`config.mk`:
```
export PLATFORM = sky130hd
export DESIGN_NAME = gray_pos_decoder
export DESIGN_NICKNAME = d
export VERILOG_FILES = /design/src/rtl/gray_pos_decoder.sv
export SDC_FILE = /design/constraint.sdc
export NUM_CORES = 1
export LEC_CHECK = 0
export CORE_UTILIZATION = 50
export CTS_CLUSTER_SIZE = 24
export DETAILED_ROUTE_END_ITERATION = 6
export GPL_ROUTABILITY_DRIVEN = 1
export GPL_TIMING_DRIVEN = 0
export PLACE_DENSITY = 0.72
export SYNTH_ARGS = -nofsm -noshare
export SYNTH_HDL_FRONTEND = slang
export SYNTH_SLANG_ARGS = --single-unit
```
`constraint.sdc`:
```
create_clock -name clk -period 7.7 [get_ports clk]
set_clock_uncertainty 0.05 [all_clocks]
set_input_delay 1.54 -clock clk [delete_from_list [all_inputs] [get_ports clk]]
set_output_delay 1.54 -clock clk [all_outputs]
set_load 0.005 [all_outputs]
```
`src/rtl/gray_pos_decoder.sv`:
```
// gray_pos_decoder
// Converts Gray-coded absolute encoder samples to binary positions and checks
// that each new sample is a plausible step away from the last accepted
// position, using modular arithmetic so the position may wrap. The pipeline
// has three register stages: capture, Gray-to-binary, and plausibility/state.
//
// Optional feature: define GRAY_POS_DELTA_EN to add the delta_out port, which
// carries the signed delta of every processed sample.
//
// Ports
//   clk        system clock
//   rst        asynchronous, active-high reset
//   in_valid   one-cycle sample strobe (may be asserted every cycle)
//   gray_in    Gray-coded position, sampled with in_valid
//   err_clr    synchronous clear of err_cnt
//   data_out   last accepted binary position
//   out_valid  pulse: a sample was processed (accepted or rejected)
//   jump_err   pulse with out_valid: sample rejected
//   resync     pulse with out_valid: sample force-accepted after rejections
//   err_cnt    saturating count of rejected samples
//   delta_out  signed delta of the processed sample (GRAY_POS_DELTA_EN only)
module gray_pos_decoder #(
    parameter int unsigned WIDTH        = 25,
    parameter int unsigned MAX_STEP     = 16,
    parameter int unsigned REJECT_LIMIT = 3
) (
    input  logic             clk,
    input  logic             rst,
    input  logic             in_valid,
    input  logic [WIDTH-1:0] gray_in,
    input  logic             err_clr,
    output logic [WIDTH-1:0] data_out,
    output logic             out_valid,
    output logic             jump_err,
    output logic             resync,
    output logic [7:0]       err_cnt
`ifdef GRAY_POS_DELTA_EN
    ,
    output logic [WIDTH-1:0] delta_out
`endif
);

    localparam logic [WIDTH-1:0] MaxStep  = WIDTH'(MAX_STEP);
    localparam logic [3:0]       RejLimit = 4'(REJECT_LIMIT);

    typedef enum logic [1:0] {StInit, StTrack, StResync} state_e;

    state_e           state_q;
    logic [3:0]       rej_cnt_q;
    logic             s1_valid_q;
    logic [WIDTH-1:0] s1_gray_q;
    logic             s2_valid_q;
    logic [WIDTH-1:0] s2_bin_q;
    logic [WIDTH-1:0] bin_d;
    logic [WIDTH-1:0] delta;
    logic [WIDTH-1:0] delta_mag;
    logic             in_range;
    logic             reject_now;

    // Each binary bit is the XOR of all Gray bits at or above it.
    always_comb begin
        bin_d = '0;
        for (int i = 0; i < int'(WIDTH); i++) begin
            bin_d[i] = ^(s1_gray_q >> i);
        end
    end

    // Modular difference read as signed; the most negative value negates to
    // itself, whose unsigned magnitude 2^(WIDTH-1) always exceeds MaxStep.
    always_comb begin
        delta      = s2_bin_q - data_out;
        delta_mag  = delta[WIDTH-1] ? (~delta + 1'b1) : delta;
        in_range   = (delta_mag <= MaxStep);
        reject_now = s2_valid_q && (state_q == StTrack) && !in_range;
    end

    always_ff @(posedge clk or posedge rst) begin
        if (rst) begin
            s1_valid_q <= 1'b0;
            s1_gray_q  <= '0;
            s2_valid_q <= 1'b0;
            s2_bin_q   <= '0;
        end else begin
            s1_valid_q <= in_valid;
            if (in_valid) begin
                s1_gray_q <= gray_in;
            end
            s2_valid_q <= s1_valid_q;
            if (s1_valid_q) begin
                s2_bin_q <= bin_d;
            end
        end
    end

    always_ff @(posedge clk or posedge rst) begin
        if (rst) begin
            state_q   <= StInit;
            rej_cnt_q <= '0;
            data_out  <= '0;
            out_valid <= 1'b0;
            jump_err  <= 1'b0;
            resync    <= 1'b0;
`ifdef GRAY_POS_DELTA_EN
            delta_out <= '0;
`endif
        end else begin
            out_valid <= s2_valid_q;
            jump_err  <= 1'b0;
            resync    <= 1'b0;
            if (s2_valid_q) begin
`ifdef GRAY_POS_DELTA_EN
                delta_out <= delta;
`endif
                unique case (state_q)
                    StInit: begin
                        data_out  <= s2_bin_q;
                        rej_cnt_q <= '0;
                        state_q   <= StTrack;
                    end
                    StTrack: begin
                        if (in_range) begin
                            data_out  <= s2_bin_q;
                            rej_cnt_q <= '0;
                        end else begin
                            jump_err  <= 1'b1;
                            rej_cnt_q <= rej_cnt_q + 4'd1;
                            if (rej_cnt_q + 4'd1 == RejLimit) begin
                                state_q <= StResync;
                            end
                        end
                    end
                    StResync: begin
                        data_out  <= s2_bin_q;
                        resync    <= 1'b1;
                        rej_cnt_q <= '0;
                        state_q   <= StTrack;
                    end
                    default: state_q <= StInit;
                endcase
            end
        end
    end

    // Updates on the same edge that raises jump_err, so a clear landing on
    // that edge leaves a count of one.
    always_ff @(posedge clk or posedge rst) begin
        if (rst) begin
            err_cnt <= '0;
        end else if (err_clr) begin
            err_cnt <= reject_now ? 8'd1 : 8'd0;
        end else if (reject_now && (err_cnt != 8'hFF)) begin
            err_cnt <= err_cnt + 8'd1;
        end
    end

endmodule

```
==> results of run 1 <==
[layout by cell type, fill, tap and decap left out, types with 11 or more instances in the layout]
| cell | count |
|---|---|
| clkbuf_1 | 12 |
| nor2b_1 | 11 |
| ha_1 | 27 |
| a21o_1 | 12 |
| nand2_1 | 34 |
| xor2_1 | 20 |
| a21oi_1 | 42 |
| o21ai_0 | 20 |
| nand3_1 | 16 |
| dfrtp_1 | 94 |
| inv_1 | 37 |
| mux2_2 | 48 |
| clkdlybuf4s50_1 | 64 |
| nor2_1 | 31 |
| xnor2_1 | 25 |
[routing by layer]
layer	global-route usage (%)	wire, µm
met5	0	0
met2	34.8	6000
met4	10.0	281
met3	3.29	306
met1	28.8	6140
[sequential cells by signal, indices dropped and copies added (netlist names)]
name	count
s2_bin_q	25
rej_cnt_q	4
s1_gray_q	25
data_out	25
resync	1
s2_valid_q	1
state_q	2
out_valid	1
s1_valid_q	1
jump_err	1
err_cnt	8
[synth_stat cells, types with 5 or more instances]
cell / instances / area (µm²)
mux2_4: 7 / 105
nor3_1: 5 / 25.0
ha_1: 27 / 338
or2_2: 5 / 31.3
and2_1: 7 / 43.8
o211ai_1: 6 / 45.0
o21a_1: 6 / 45.0
mux2_2: 48 / 541
nand2_1: 34 / 128
dfrtp_1: 94 / 2350
a21o_1: 12 / 90.1
nor2b_1: 11 / 68.8
nor2_1: 31 / 116
a21boi_0: 5 / 37.5
o21ai_0: 20 / 100
clkbuf_1: 12 / 45.0
or4_1: 7 / 52.6
nand4_1: 6 / 37.5
a21oi_1: 42 / 210
mux2i_1: 8 / 80.1
o31ai_1: 5 / 37.5
or3_1: 5 / 31.3
nand3_1: 16 / 80.1
mux2_1: 8 / 90.1
xnor2_2: 9 / 146
xor2_1: 20 / 175
nor4_1: 8 / 50.1
inv_1: 38 / 143
xnor2_1: 25 / 219
[per-stage QoR]
stage               cell area, µm²  utilization (%)  instances  hold slack, ns
CTS                           7320             61.2        823           0.332
global route                  7320             61.2        823           0.345
floorplan                     6110                -        595           0.302
global placement              6940             58.0        806           0.309
detailed placement            6970             58.3        807           0.316
finish                        7320             61.2        823           0.330
[final cells by class]
| cell class | count | area, µm² |
|---|---|---|
| Sequential cell | 94 | 2350 |
| Clock inverter | 6 | 115 |
| Fill cell | 979 | 4640 |
| Clock buffer | 10 | 239 |
| Multi-Input combinational cell | 444 | 3520 |
| Buffer | 19 | 98.8 |
| Tap cell | 147 | 184 |
| Timing Repair Buffer | 65 | 668 |
| Inverter | 38 | 145 |
[logic make-up (layout without fill, tap and decap cells)]
group | count (synthesis) | in the layout | share of synthesized area [%]
simple gates | 155 | 155 | 13.8
compound gates | 132 | 132 | 14.5
flops | 94 | 94 | 38.5
mux | 71 | 71 | 13.3
xor+xnor | 58 | 58 | 10.0
buf+inv | 57 | 138 | 3.95
fa+ha+maj | 28 | 28 | 5.85
[final timing paths]
kind                                    startpoint                   endpoint  cells past startpoint
max                        s2_bin_q[0]$_DFFE_PP0P_    data_out[0]$_DFFE_PP0P_                     23
min                           s1_valid_q$_DFF_PP0_       s2_valid_q$_DFF_PP0_                      0
max reg2reg                s2_bin_q[0]$_DFFE_PP0P_    data_out[0]$_DFFE_PP0P_                     23
min reg2reg                   s1_valid_q$_DFF_PP0_       s2_valid_q$_DFF_PP0_                      0
max in group asynchronous                      rst    s2_bin_q[3]$_DFFE_PP0P_                      3
min in group asynchronous                      rst  s1_gray_q[20]$_DFFE_PP0P_                      2
==> flow_metrics.tcl, run 1 <==
set metrics [dict create \
    avgRoutedWirePerCell_um 15.5 \
    required_ns 7.89 \
    cp.buffers_inverters 5 \
    path_cells "inv_1 > ha_1 > fa_1 > nor2b_1 > o21a_1 > o211a_1 > o211ai_1 > a21oi_1 > o31ai_2 > nor4_1 > o31ai_1 > and2_1 > clkbuf_1 > a31oi_1 > a2111oi_0 > o211ai_1 > nor2_1 > and4bb_1 > buf_4 > o21ba_2 > buf_6 > buf_6 > mux2_2" \
    firstDrtPassIters 6 \
    place.detailed.hpwl_mm 9.80 \
    die_x_um 113 \
    synth_sequential_area_ratio_pct 38.5 \
    r2r_setup_slack_ns 2.06 \
    drive_gt1_share_pct 15.8 \
    worst_slack_ns 2.06 \
    post-cts-setup-buffers 0 \
    numCtsBuffers 9 \
    setup_violations 0 \
    maxSlewHeadroom_pct 50.0 \
    initialDrtViolationCount 298 \
    portBuffers 64 \
    drt_wl_total_mm 12.7 \
    grt_pass1_vias 4576 \
    critical-path-top-delay-family "compound AO/OA/AOI/OAI gates" \
    track_usage_pct 21.6 \
    cp-end-kind "register" \
    postCtsResizedCells 0 \
    clock_sinks 94 \
    avgViaCountPerCell 5.63 \
    outcome "finished, violations left" \
    clk_latency_ns 0.35 \
    clkTransAtPathRegs_ns 0.07 \
    vias 4631 \
    synth-seq-cells 94 \
    grt_max_degree 75 \
    slowest_delay_ns 0.63 \
    antenna_found_initial 0 \
    fmax_ghz 0.177 \
    gp_congestion 0.822 \
    syn_area_per_cell_um2 10.3 \
    die_y_um 113 \
    ys.warnings.count 0 \
    min_period_ns 5.64 \
    initial_core_util_pct 51.1 \
    antenna_cells 0 \
    drc 2 \
    io_pins 65 \
    slew_viol_final 0 \
    path_class "register to register" \
    grt-ovfl-total 0 \
    syn-num-nets 652 \
    cpMaxStageDelayCell "o31ai_1" \
    grt_pass1_wl_mm 21.8 \
    hold_class "register to register" \
    hold_buffers 0 \
    cts_root_buf "clkbuf_16" \
    core_mm2 0.0120 \
    drv_cap 0 \
    cp-start-kind "register" \
    drtAntennaViolNets 0 \
    cp_max_fo 10 \
    cp_data_arrival_time_ns 5.82 \
    synth-edff-count 0 \
    synth_cells 595 \
    synth_cell_types 71 \
    pre_cts_ws_ns 2.19 \
    synth_area_mm2 0.00611 \
    cts_buffer_depth 2 \
    die-area_mm2 0.0127 \
    nNetsFinal 728 \
    cts_tree "built" \
    tightestPinTransition_ns 0.744 \
    placementRows 40 \
    hold_viol 0 \
    async_flop_share_pct 100 \
    grt_setup_unrepaired "no" \
    area_delta_synth_final_pct 19.8 \
    fin_crit_sh_pct 73.2 \
    violations "design-rule violations" \
    setup_tns_ns 0 \
    synthFlopType "dfrtp_1" \
    htreeDepth 3 \
]
Power of run 1 is left out: the tool's default activity adds up to more than one toggle a clock period on the data nets, which glitch-free logic cannot reach.
==> inputs of run 2 (changes only) <==
clock period = 5.42 ns   (was 7.7 ns; I/O delays follow)
==> run 2 against run 1 <==
Against the previous run:
- the run still ends with design-rule violations left
- maximum frequency is 10% higher
- setup slack got worse by 1.8 ns
- first-iteration DRC count increased by 1.7%
- register-to-register slack worse by 1.8 ns
- die area did not move
- wire length rose by 2.2%
- largest cell class unchanged
- sequential share of layout area is 0.87 points lower
- count of clock-buffer cells in the layout is the same
- sequential cell count stayed put
==> flow_metrics.tcl, run 2 (synthesis results as in run 1) <==
set metrics [dict create \
    crit_path_frequent_cell "buf_4" \
    reg2reg_to "data_out[0]$_DFFE_PP0P_" \
    track_usage_pct 21.6 \
    clkTransAtPathRegs_ns 0.07 \
    portBuffers 64 \
    fin_hold_ws_ns 0.330 \
    mostFrequentLayoutCells "dfrtp_1, clkdlybuf4s50_1, mux2_2" \
    cts_buffer_depth 2 \
    drc 2 \
    largestRegisters "data_out (25), s1_gray_q (25), s2_bin_q (25)" \
    path_cells "ha_1 > fa_1 > nor2b_2 > o21a_1 > o211a_1 > o211ai_1 > a21oi_2 > o31ai_4 > buf_4 > xnor2_4 > or2_4 > or4b_1 > a211o_1 > a22oi_1 > nand3_1 > and4bb_1 > buf_4 > o21ba_2 > buf_6 > buf_8 > mux2_2" \
    die_y_um 113 \
    firstDrtPassIters 6 \
    tightestPinTransition_ns 0.904 \
    stdcell_count 826 \
    numCtsBuffers 9 \
    whs_endpoint "s2_valid_q$_DFF_PP0_" \
    avgViaCountPerCell 5.68 \
    drtAntennaViolNets 0 \
    finish.utilization_pct 62.9 \
    violations "design-rule violations" \
    drv_cap 0 \
    fmax_ghz 0.195 \
    initialDrtViolationCount 303 \
    antenna_found_initial 0 \
    maxSlewHeadroom_pct 39.3 \
    antenna_cells 0 \
    min_period_ns 5.12 \
    core_mm2 0.0120 \
    grt_max_degree 75 \
    hold_path.startpoint "s1_valid_q$_DFF_PP0_" \
    initial_core_util_pct 51.1 \
    io_pins 65 \
    avgRoutedWirePerCell_um 15.7 \
    htreeDepth 3 \
    cp-end-kind "register" \
    drive_gt1_share_pct 19.1 \
    cts_tree "built" \
    slowest_delay_ns 0.47 \
    cts_root_buf "clkbuf_16" \
    clk_latency_ns 0.35 \
    worstReg2RegStart "data_out[0]$_DFFE_PP0P_" \
    setup_violations 0 \
    die-area_mm2 0.0127 \
    cp-start-kind "register" \
    grt-ovfl-total 0 \
    fin_crit_sh_pct 94.4 \
    gp_congestion 0.822 \
    cp_data_arrival_time_ns 5.30 \
    place.detailed.hpwl_mm 9.80 \
    outcome "finished, violations left" \
    r2r_setup_slack_ns 0.30 \
    path_class "register to register" \
    cpMaxStageDelayCell "or4b_1" \
    area_delta_synth_final_pct 23.1 \
    required_ns 5.61 \
    clock_sinks 94 \
    grt_pass1_wl_mm 21.8 \
    hold_class "register to register" \
    placementRows 40 \
    cp_max_fo 10 \
    vias 4690 \
    nNetsFinal 731 \
    r2r_cells 21 \
    final_common_cell "dfrtp_1" \
    slew_viol_final 0 \
    die_x_um 113 \
    drt_wl_total_mm 13.0 \
    hold_viol 0 \
    placedCellCount 807 \
    setup_tns_ns 0 \
    whs_path_depth 0 \
    grt_pass1_vias 4572 \
]
[run 2: worst max path at each step]
| stage | start | to | cells past startpoint |
|---|---|---|---|
| finish | data_out[0]$_DFFE_PP0P_ | data_out[0]$_DFFE_PP0P_ | 21 |
| global route | data_out[0]$_DFFE_PP0P_ | data_out[0]$_DFFE_PP0P_ | 22 |
| CTS | data_out[0]$_DFFE_PP0P_ | data_out[0]$_DFFE_PP0P_ | 21 |
| detailed placement | s2_bin_q[0]$_DFFE_PP0P_ | data_out[0]$_DFFE_PP0P_ | 23 |
| global placement | s2_bin_q[0]$_DFFE_PP0P_ | data_out[2]$_DFFE_PP0P_ | 23 |
| floorplan | data_out[1]$_DFFE_PP0P_ | data_out[0]$_DFFE_PP0P_ | 21 |
[run 2: cell type report]
type | count | area (µm²)
fillers | 952 | 4430
multi-input cells | 444 | 3690
flip-flops and latches | 94 | 2350
repair buffers | 69 | 698
clock buffers | 10 | 239
well taps | 147 | 184
inverters | 38 | 145
clock inverters | 6 | 115
plain buffers | 18 | 103
[run 2: metal layers]
metal | up-vias | global-route usage [%] | wire length (µm)
met5 | - | 0 | 0
met4 | 0 | 10.0 | 301
met3 | 24 | 3.29 | 353
met2 | 92 | 34.8 | 6210
met1 | 2261 | 28.9 | 6140
li1 | 2313 | - | -
[run 2: critical path: cells and delay by family, from the launching register on]
family / cells / cell delay (ns)
AO/OA/AOI/OAI: 8 / 1.45
XOR/XNOR: 1 / 0.18
adder cells (fa/ha/maj): 2 / 0.65
buffers and inverters: 4 / 0.60
flip-flops: 1 / 0.42
multiplexers: 1 / 0.34
AND/OR/NAND/NOR: 5 / 1.29
[run 2: repair_timing]
item / 4_1_cts / 5_1_grt
gates resized for setup: 1 / 34
cloned: 0 / 0
endpoints found under the setup margin: 17 / 34
hold buffers: 0 / 0
pin swaps: 0 / 7
buffers inserted: 0 / 4
[run 2: per-stage QoR]
| step | setup slack [ns] | instance area (µm²) |
|---|---|---|
| 2_1_floorplan | 0.648 | 6110 |
| 3_3_place_gp | -0.171 | 6940 |
| 3_5_place_dp | -0.0859 | 6970 |
| 4_1_cts | 0.0777 | 7320 |
| 5_1_grt | -0.0395 | 7530 |
| 6_report | 0.303 | 7530 |
Power of run 2 is left out for the same reason.
==> inputs of run 3 (changes only) <==
MAX_ROUTING_LAYER = met4   (was default)
==> run 3 against run 2 <==
Against the previous run:
- non-clock buffer count decreased by 3
- first-iteration DRC count decreased by 25%
- the run still ends with design-rule violations left
- maximum frequency decreased by 1.8%
- via count decreased by 1.1%
- register-to-register slack got worse by 0.09 ns
- count of clock-buffer cells in the layout increased by 1
- global-route usage increased by 0.55 points
==> flow_metrics.tcl, run 3 (synthesis results as in run 1) <==
set metrics [dict create \
    nNetsFinal 728 \
    final_cell_area_mm2 0.00736 \
    place_area_mm2 0.00697 \
    cp-start-kind "register" \
    r2r_cells 21 \
    cts_buffer_depth 2 \
    met3_length_um 335 \
    die_y_um 113 \
    htreeDepth 3 \
    antenna_cells 0 \
    clk_latency_ns 0.35 \
    r2r_setup_slack_ns 0.21 \
    critical_path.startpoint "data_out[1]$_DFFE_PP0P_" \
    crit_path_end "data_out[12]$_DFFE_PP0P_" \
    antenna_found_initial 0 \
    avgViaCountPerCell 5.64 \
    reg2reg_to "data_out[12]$_DFFE_PP0P_" \
    io_pins 65 \
    outcome "finished, violations left" \
    drc 2 \
    cts_root_buf "clkbuf_16" \
    grt_pass1_wl_mm 21.7 \
    initial_core_util_pct 51.1 \
    drt-met1-wl_mm 6.11 \
    cp_data_arrival_time_ns 5.39 \
    cp-end-kind "register" \
    hold_viol 0 \
    grt_pass1_vias 4666 \
    setup_violations 0 \
    drv_cap 0 \
    numCtsBuffers 9 \
    mostFrequentLayoutCells "dfrtp_1, clkdlybuf4s50_1, mux2_2" \
    core_mm2 0.0120 \
    violations "design-rule violations" \
    setup_tns_ns 0 \
    wl_met2_mm 6.13 \
    fin_crit_sh_pct 96.2 \
    path_class "register to register" \
    die-area_mm2 0.0127 \
    vias 4640 \
    area_delta_synth_final_pct 20.4 \
    die_x_um 113 \
    clock_sinks 94 \
    cts_tree "built" \
    fin_hold_ws_ns 0.326 \
    maxSlewHeadroom_pct 46.9 \
    grt_max_degree 75 \
    tightestPinTransition_ns 0.790 \
    worstReg2RegStart "data_out[1]$_DFFE_PP0P_" \
    drtAntennaViolNets 0 \
    fmax_ghz 0.192 \
    placementRows 40 \
    drive_gt1_share_pct 18.2 \
    firstDrtPassIters 6 \
    largestRegisters "data_out (25), s1_gray_q (25), s2_bin_q (25)" \
    hold_class "register to register" \
    grt-ovfl-total 0 \
    highest_layer "met4" \
    clkTransAtPathRegs_ns 0.07 \
    drt_wl_total_mm 12.9 \
    initialDrtViolationCount 228 \
    portBuffers 64 \
    avgRoutedWirePerCell_um 15.6 \
    place.detailed.hpwl_mm 9.90 \
    required_ns 5.60 \
    track_usage_pct 22.2 \
    min_period_ns 5.21 \
    gp_congestion 0.841 \
    cp_max_fo 10 \
    final_common_cell "dfrtp_1" \
    slew_viol_final 0 \
]
run 3: cell types whose count changed in the layout (fill, tap and decap cells not counted), moves of 2 or more:
cell,delta
buf_8,-2
bufinv_16,-3
buf_6,+2
clkinvlp_4,+2
clkbuf_1,+2
buf_4,-3
run 3: timing repair:
item | in CTS | in global routing
pin swaps | 0 | 5
hold buffers | 0 | 0
cloned | 0 | 0
gates resized for setup | 1 | 24
buffers inserted | 0 | 1
endpoints found under the setup margin | 19 | 34
run 3: final cells by class:
class	instances	area, µm²
Buffer	18	95.1
Clock buffer	11	233
Fill cell	995	4600
Inverter	38	145
Tap cell	147	184
Timing Repair Buffer	66	676
Multi-Input combinational cell	444	3640
Sequential cell	94	2350
Clock inverter	4	32.5
run 3: through the flow:
stage               util (%)  setup WS [ns]  std cells
floorplan                  -          0.648        595
global placement        58.0         -0.252        806
detailed placement      58.3         -0.154        807
CTS                     60.5         0.0609        821
global route            61.5        -0.0117        822
finish                  61.5          0.208        822
run 3: worst max-delay path: stages (launching register included):
cell and delay, ns:
dfrtp_1 0.40, inv_1 0.08, ha_1 0.30, nor2b_1 0.13, o21a_1 0.20, or3_1 0.33, and2_1 0.23, and4b_2 0.34
or3b_4 0.42, nor3_4 0.24, nand3_2 0.15, nor4_2 0.32, nand4_1 0.20, nor3b_1 0.19, o211ai_1 0.22, nor2_1 0.06
and4bb_1 0.20, buf_4 0.16, o21ba_2 0.23, buf_6 0.14, buf_6 0.15, mux2_1 0.33
run 3: layer usage:
layer | global-route usage (%) | up-vias
li1 | - | 2295
met1 | 28.3 | 2255
met2 | 35.3 | 73
met3 | 3.67 | 17
met4 | 8.98 | 0
met5 | - | -
run 3: worst min-delay path by stage:
stage / from / to / cells after the start
floorplan: s1_valid_q$_DFF_PP0_ / s2_valid_q$_DFF_PP0_ / 0
global placement: s1_valid_q$_DFF_PP0_ / s2_valid_q$_DFF_PP0_ / 0
detailed placement: s1_valid_q$_DFF_PP0_ / s2_valid_q$_DFF_PP0_ / 0
CTS: s1_valid_q$_DFF_PP0_ / s2_valid_q$_DFF_PP0_ / 0
global route: s1_valid_q$_DFF_PP0_ / s2_valid_q$_DFF_PP0_ / 0
finish: s1_valid_q$_DFF_PP0_ / s2_valid_q$_DFF_PP0_ / 0
Power of run 3 is left out for the same reason.
==> RTL change 1: new RTL, config.mk and constraints of run 1 <==
The option `GRAY_POS_DELTA_EN` is turned on by a define.
--- a/src/rtl/gray_pos_decoder.sv
+++ b/src/rtl/gray_pos_decoder.sv
@@ -20,4 +20,6 @@
 //   err_cnt    saturating count of rejected samples
 //   delta_out  signed delta of the processed sample (GRAY_POS_DELTA_EN only)
+`define GRAY_POS_DELTA_EN
+
 module gray_pos_decoder #(
     parameter int unsigned WIDTH        = 25,
Formal check against the unedited RTL (old outputs only; new: delta_out): equivalent (Yosys induction, for registers that start in step).
==> RTL change 1 against run 1 <==
Wire length increased by 30%; critical path depth decreased by 6; synthesized area rose by 19%; count of clock-buffer cells in the layout rose by 11; setup slack gained 0.42 ns; cell area increased by 25%; fmax increased by 8.0%; worst hold slack improved by 0.031 ns; largest cell class unchanged; the run now ends clean; sequential cell count increased by 25; critical endpoint is now data_out[7]$_DFFE_PP0P_.
Power is not shown: default switching activity piles up to over one toggle a cycle in this logic, so the estimate is an artifact.
==> RTL change 1: results (changes against run 1) <==
Synthesis
The number of nets produced by synthesis is 766 (+17%). The fraction of the yosys area taken by sequential cells is 0.408 (+0.0233). The number of distinct library cells after synthesis was 72 (+1.4%). The fraction of the mapped netlist area in adder cells is 0.0490 (-0.00950). Ranked by total cell area, the synthesized netlist is headed by sky130_fd_sc_hd__dfrtp_1, sky130_fd_sc_hd__mux2_2, sky130_fd_sc_hd__ha_1, sky130_fd_sc_hd__xnor2_1, sky130_fd_sc_hd__mux2_4. The synthesized-area fraction occupied by xor and xnor cells is 0.0766 (-0.0236).

Sorting the synthesized cells by how often they occur yields sky130_fd_sc_hd__dfrtp_1, sky130_fd_sc_hd__mux2_2, sky130_fd_sc_hd__inv_1. The library cell with the highest instance count after synthesis is sky130_fd_sc_hd__dfrtp_1. The share of synthesized area spent on multiplexers is 0.149 (+0.0154). The post-synthesis async set-or-reset flop share is 1.00 (unchanged). The compound-cell area share of the yosys netlist is 0.136 (-0.00953). The number of synthesis warnings came to 0 (unchanged).

Final layout
The fraction of final layout cells sized beyond drive strength 1 is 0.150 (-0.00786). The number of antenna diodes is 0 (unchanged). The number of nets in the layout is 875 (+20%).

Setup path
The critical-path maximum fanout is 10 (unchanged). The delay of the slowest cell on the worst path was 0.53 ns (-0.10 ns). The critical path is of the register to register type. The data arrival time of the critical path was 5.47 ns (-0.35 ns). On the critical path, the stage with the largest delay is an instance of sky130_fd_sc_hd__or4_4. The startpoint identified for the worst register-to-register timing path is data_out[1]$_DFFE_PP0P_.

CTS
The clock latency of the later-clocked register in the worst-skew pair is 0.42 ns (+0.07 ns). The number of setup buffers added after CTS is 0 (unchanged). Clock-pin slew was measured on the worst setup and hold paths at 0.06 ns.

The maximum clock insertion buffer count is 2 (unchanged). The number of buffers inserted for hold repair after clock tree synthesis is 0 (unchanged). The post-cts sizing count is 0 (unchanged).

The count of H-tree levels built during CTS came to 4 (+1). CTS placed an instance of sky130_fd_sc_hd__clkbuf_16 at the clock tree root. The number of buffers created by CTS is 17 (+8).

Drt
The average routed wire per standard cell is 16.3 microns (+5.6%). The mean number of vias per cell is 5.59 (-0.60%). The iteration count of the initial detailed-routing pass is 5 (-1).

The DRC violation total after the first TritonRoute iteration is 314 (+5.4%).

Global routing
The first-pass GRT wire length is 27.8 mm (+27%). The overall global routing resource usage is 0.238 (+0.0221). The number of global-route vias before repair came to 5730 (+25%).

The maximum number of pins on one net before global-route repair is 62 (-17%). The initial antenna violation count came to 0 (unchanged).

Hold path
The worst hold path begins at s1_valid_q$_DFF_PP0_. The worst min-delay path class is register to register.

Placement
The routability-driven placement congestion ratio is 0.901 (+9.6%). The post-detailed-placement half-perimeter wirelength was 12.3 mm (+25%). The count of input and output buffers was 89 (+39%).

STA
The relative max-transition margin is 0.387 (-0.113).

Status
The run finished with clean final reports.
[RTL change 1: changes by cell type in the layout (fill, tap and decap cells not counted), sizes merged, moves of 7 or more]
cell,delta
clkbuf,+22
clkdlybuf4s50,+25
inv,+10
mux2i,+9
dfrtp,+25
mux2,+13
nand2,+7
nor2,+12
o21ai,+15
[RTL change 1: stage by stage]
stage | worst slack (ns) | util | area (sq um) | instances | hold WS (ns)
after floorplan | 2.95 | - | 7300 | 709 | 0.302
after global placement | 1.40 | 0.599 | 8420 | 978 | 0.348
after detailed placement | 2.53 | 0.602 | 8450 | 979 | 0.348
after CTS | 2.51 | 0.652 | 9160 | 1011 | 0.360
after global routing | 2.17 | 0.652 | 9160 | 1011 | 0.371
final | 2.48 | 0.652 | 9160 | 1011 | 0.361
[RTL change 1: cell families after synthesis]
logic type | after synthesis
flip-flops | 119
adder cells (fa/ha/maj) | 28
AO/OA/AOI/OAI | 147
XOR/XNOR | 54
buffers and inverters | 81
AND/OR/NAND/NOR | 187
multiplexers | 93
[RTL change 1: cell type report]
type / instances / area (sq um)
tap: 180 / 225
buffer: 31 / 134
sequential: 119 / 2980
fill: 1112 / 4880
inverter: 50 / 193
multi-input combinational: 509 / 4000
clock inverter: 11 / 243
timing repair buffer: 90 / 918
clock buffer: 21 / 470
[RTL change 1: layer usage]
| layer | global-route usage | part of all wire |
|---|---|---|
| met1 | 0.301 | 0.45 |
| met5 | 0 | 0 |
| met3 | 0.0465 | 0.038 |
| met2 | 0.403 | 0.50 |
| met4 | 0.0892 | 0.014 |
[RTL change 1: critical path, delay by kind of cell (launching register included)]
kind	cells	cell delay (ns)
buffers and inverters	3	0.51
flip-flops	1	0.41
adder cells (fa/ha/maj)	1	0.31
AO/OA/AOI/OAI	4	1.28
AND/OR/NAND/NOR	8	2.23
multiplexers	1	0.31
[RTL change 1: final timing paths]
kind	depth (start not counted)	slack [ns]	end
worst max-delay path	17	2.48	data_out[7]$_DFFE_PP0P_
worst max register to register	17	2.48	data_out[7]$_DFFE_PP0P_
min in group asynchronous	2	1.50	s1_gray_q[7]$_DFFE_PP0P_
worst min-delay path	0	0.36	s2_valid_q$_DFF_PP0_
max in group asynchronous	3	5.41	err_cnt[4]$_DFFE_PP0P_
worst min register to register	0	0.36	s2_valid_q$_DFF_PP0_
==> RTL change 2: new RTL, flow settings as in run 1 <==
Made on the original files. Reset style: synchronous (`rst`), changed in 3 clocked blocks. Comments in the files are not updated.
--- a/src/rtl/gray_pos_decoder.sv
+++ b/src/rtl/gray_pos_decoder.sv
@@ -75,5 +75,5 @@
     end
 
-    always_ff @(posedge clk or posedge rst) begin
+    always_ff @(posedge clk) begin
         if (rst) begin
             s1_valid_q <= 1'b0;
@@ -93,5 +93,5 @@
     end
 
-    always_ff @(posedge clk or posedge rst) begin
+    always_ff @(posedge clk) begin
         if (rst) begin
             state_q   <= StInit;
@@ -144,5 +144,5 @@
     // Updates on the same edge that raises jump_err, so a clear landing on
     // that edge leaves a count of one.
-    always_ff @(posedge clk or posedge rst) begin
+    always_ff @(posedge clk) begin
         if (rst) begin
             err_cnt <= '0;
Check against the original RTL: differs if rst is asserted again (counterexample within 4 cycles, from zero or initial values and one cycle with rst high); with rst held inactive, the same outputs for 4 cycles.
==> RTL change 2 against run 1 <==
Setup slack better by 0.25 ns; wire length up 23%; highest routed layer unchanged; cell area up 0.36%; first-iteration DRC count up 22%; sequential cell count unchanged; synthesized area up 1.9%; critical endpoint is now rej_cnt_q[3]$_SDFFE_PP0P_; final cell count up 19%.
==> RTL change 2: results (changes against run 1) <==
Placement
The area of placed instances is 7050 sq um (+1.2%). The post-detailed-placement half-perimeter wirelength is 12.4 mm (+27%). The count of input and output buffers came to 61 (-4.7%). The routability-driven placement congestion ratio came to 0.913 (+11%).

Power
The leakage component of the power is 3.07 nW.

Drt
The average routed wire per standard cell came to 15.9 microns (+2.7%). The DRC violation total after the first TritonRoute iteration was 365 (+22%). The iteration count of the initial detailed-routing pass came to 6 (unchanged).

The via count is 5598 (+21%). The residual DRC count came to 0 (-2).

STA
The number of max-slew violations in the final report is 0 (unchanged). The slew at the pin closest to its max-slew limit is 0.768 ns (+0.0240 ns).

Synthesis
The number of distinct library cells after synthesis is 77 (+8.5%). The number of nets produced by synthesis is 795 (+22%). The count of flip-flops with a built-in enable after synthesis is 0 (unchanged). Among all flip-flop cells after synthesis, the most frequent one is sky130_fd_sc_hd__dfxtp_1. The post-synthesis async set-or-reset flop share was 0 (-1.00). The fraction of the yosys area taken by sequential cells is 0.302 (-0.0827). By count the netlist is led by sky130_fd_sc_hd__nor2_1, sky130_fd_sc_hd__dfxtp_1, sky130_fd_sc_hd__mux2i_1.

Sorting the synthesized cells by area gives the leading types as sky130_fd_sc_hd__dfxtp_1, sky130_fd_sc_hd__mux2i_1, sky130_fd_sc_hd__nor2_1, sky130_fd_sc_hd__ha_1, sky130_fd_sc_hd__xnor2_1.

Final layout
The number of nets in the layout is 867 (+19%). The number of antenna diodes is 0 (unchanged). The fraction of final layout cells sized beyond drive strength 1 is 0.0577 (-0.101).

CTS
The root cell of the clock tree is sky130_fd_sc_hd__clkbuf_16. The count of H-tree levels built during CTS came to 3 (unchanged). The number of buffers created by CTS is 9 (unchanged). The number of setup buffers added after CTS is 0 (unchanged). The post-cts sizing count came to 0 (unchanged). The clock-pin transition on the worst setup and hold timing paths was 0.07 ns (about the same).

Global routing
The overall global routing resource usage is 0.251 (+0.0351). The maximum number of pins on one net before global-route repair was 17 (-77%). The first-pass GRT wire length is 25.9 mm (+19%). The number of global-route vias before repair is 5372 (+17%).

Status
The flow ran to the end, and the final reports show no timing, DRC or antenna violations.

Hold path
The worst min-delay path class is register to register. The worst hold path begins at err_cnt[5]$_SDFFE_PP0P_.

Setup path
The data arrival time of the critical path came to 5.57 ns (-0.25 ns). The critical path starts at data_out[1]$_SDFFE_PP0P_. The critical-path maximum fanout is 6 (-4).
## RTL change 2: cells by family after synthesis
logic type | Yosys count | share of synthesized area
AOI/OAI and AO/OA | 168 | 0.187
xor gates and xnor gates | 43 | 0.0773
adders and majority gates | 28 | 0.0574
buffers and inverters | 67 | 0.0440
DFF | 94 | 0.302
muxes | 72 | 0.116
and+or+nand+nor | 266 | 0.216
## RTL change 2: per-layer routing
metal | track usage | vias up | wire length [microns]
met1 | 0.328 | 2622 | 7340
met5 | 0 | - | 0
met2 | 0.417 | 143 | 7320
met3 | 0.0484 | 27 | 638
li1 | - | 2806 | -
met4 | 0.0833 | 0 | 311
## RTL change 2: path summary, 6_finish.rpt
kind | endpoint | slack [ns] | cells past startpoint
worst max-delay path | rej_cnt_q[3]$_SDFFE_PP0P_ | 2.32 | 18
worst min-delay path | err_cnt[5]$_SDFFE_PP0P_ | 0.44 | 2
worst max register to register | rej_cnt_q[3]$_SDFFE_PP0P_ | 2.32 | 18
worst min register to register | err_cnt[5]$_SDFFE_PP0P_ | 0.44 | 2
## RTL change 2: metrics by stage
stage               power, W  instances  worst slack (ns)  utilization
floorplan            0.00154        738              3.09            -
global placement     0.00181        967              2.50        0.585
detailed placement   0.00183        967              2.43        0.585
CTS                  0.00228        983              2.37        0.609
global route         0.00246        983              1.93        0.609
finish               0.00230        983              2.32        0.609
## RTL change 2: worst max-delay path, cell delays in order (launching register included)
cell and delay, ns:
sky130_fd_sc_hd__dfxtp_1 0.42, sky130_fd_sc_hd__inv_1 0.07, sky130_fd_sc_hd__ha_1 0.31, sky130_fd_sc_hd__nor2b_1 0.15, sky130_fd_sc_hd__o21a_1 0.17, sky130_fd_sc_hd__o211ai_2 0.13, sky130_fd_sc_hd__a211oi_1 0.53, sky130_fd_sc_hd__o21ai_0 0.22
sky130_fd_sc_hd__a222oi_1 0.74, sky130_fd_sc_hd__nand2_2 0.20, sky130_fd_sc_hd__o211ai_1 0.23, sky130_fd_sc_hd__mux2_2 0.38, sky130_fd_sc_hd__or4_1 0.55, sky130_fd_sc_hd__nor4_2 0.33, sky130_fd_sc_hd__and2_1 0.21, sky130_fd_sc_hd__or3_4 0.15
sky130_fd_sc_hd__inv_4 0.04, sky130_fd_sc_hd__nor3b_1 0.13, sky130_fd_sc_hd__a211o_1 0.25
## RTL change 2: layout make-up
class,instances,area [sq um]
buffer,32,140
clock buffer,10,229
clock inverter,6,67.6
fill,1062,4710
inverter,35,134
multi-input combinational,577,4080
sequential,94,1880
tap,168,210
timing repair buffer,61,611
## RTL change 2: report_power, final
group | switching, W | internal, W
sequential | 0.0000326 | 0.000520
combinational | 0.000782 | 0.000516
clock | 0.000195 | 0.000254
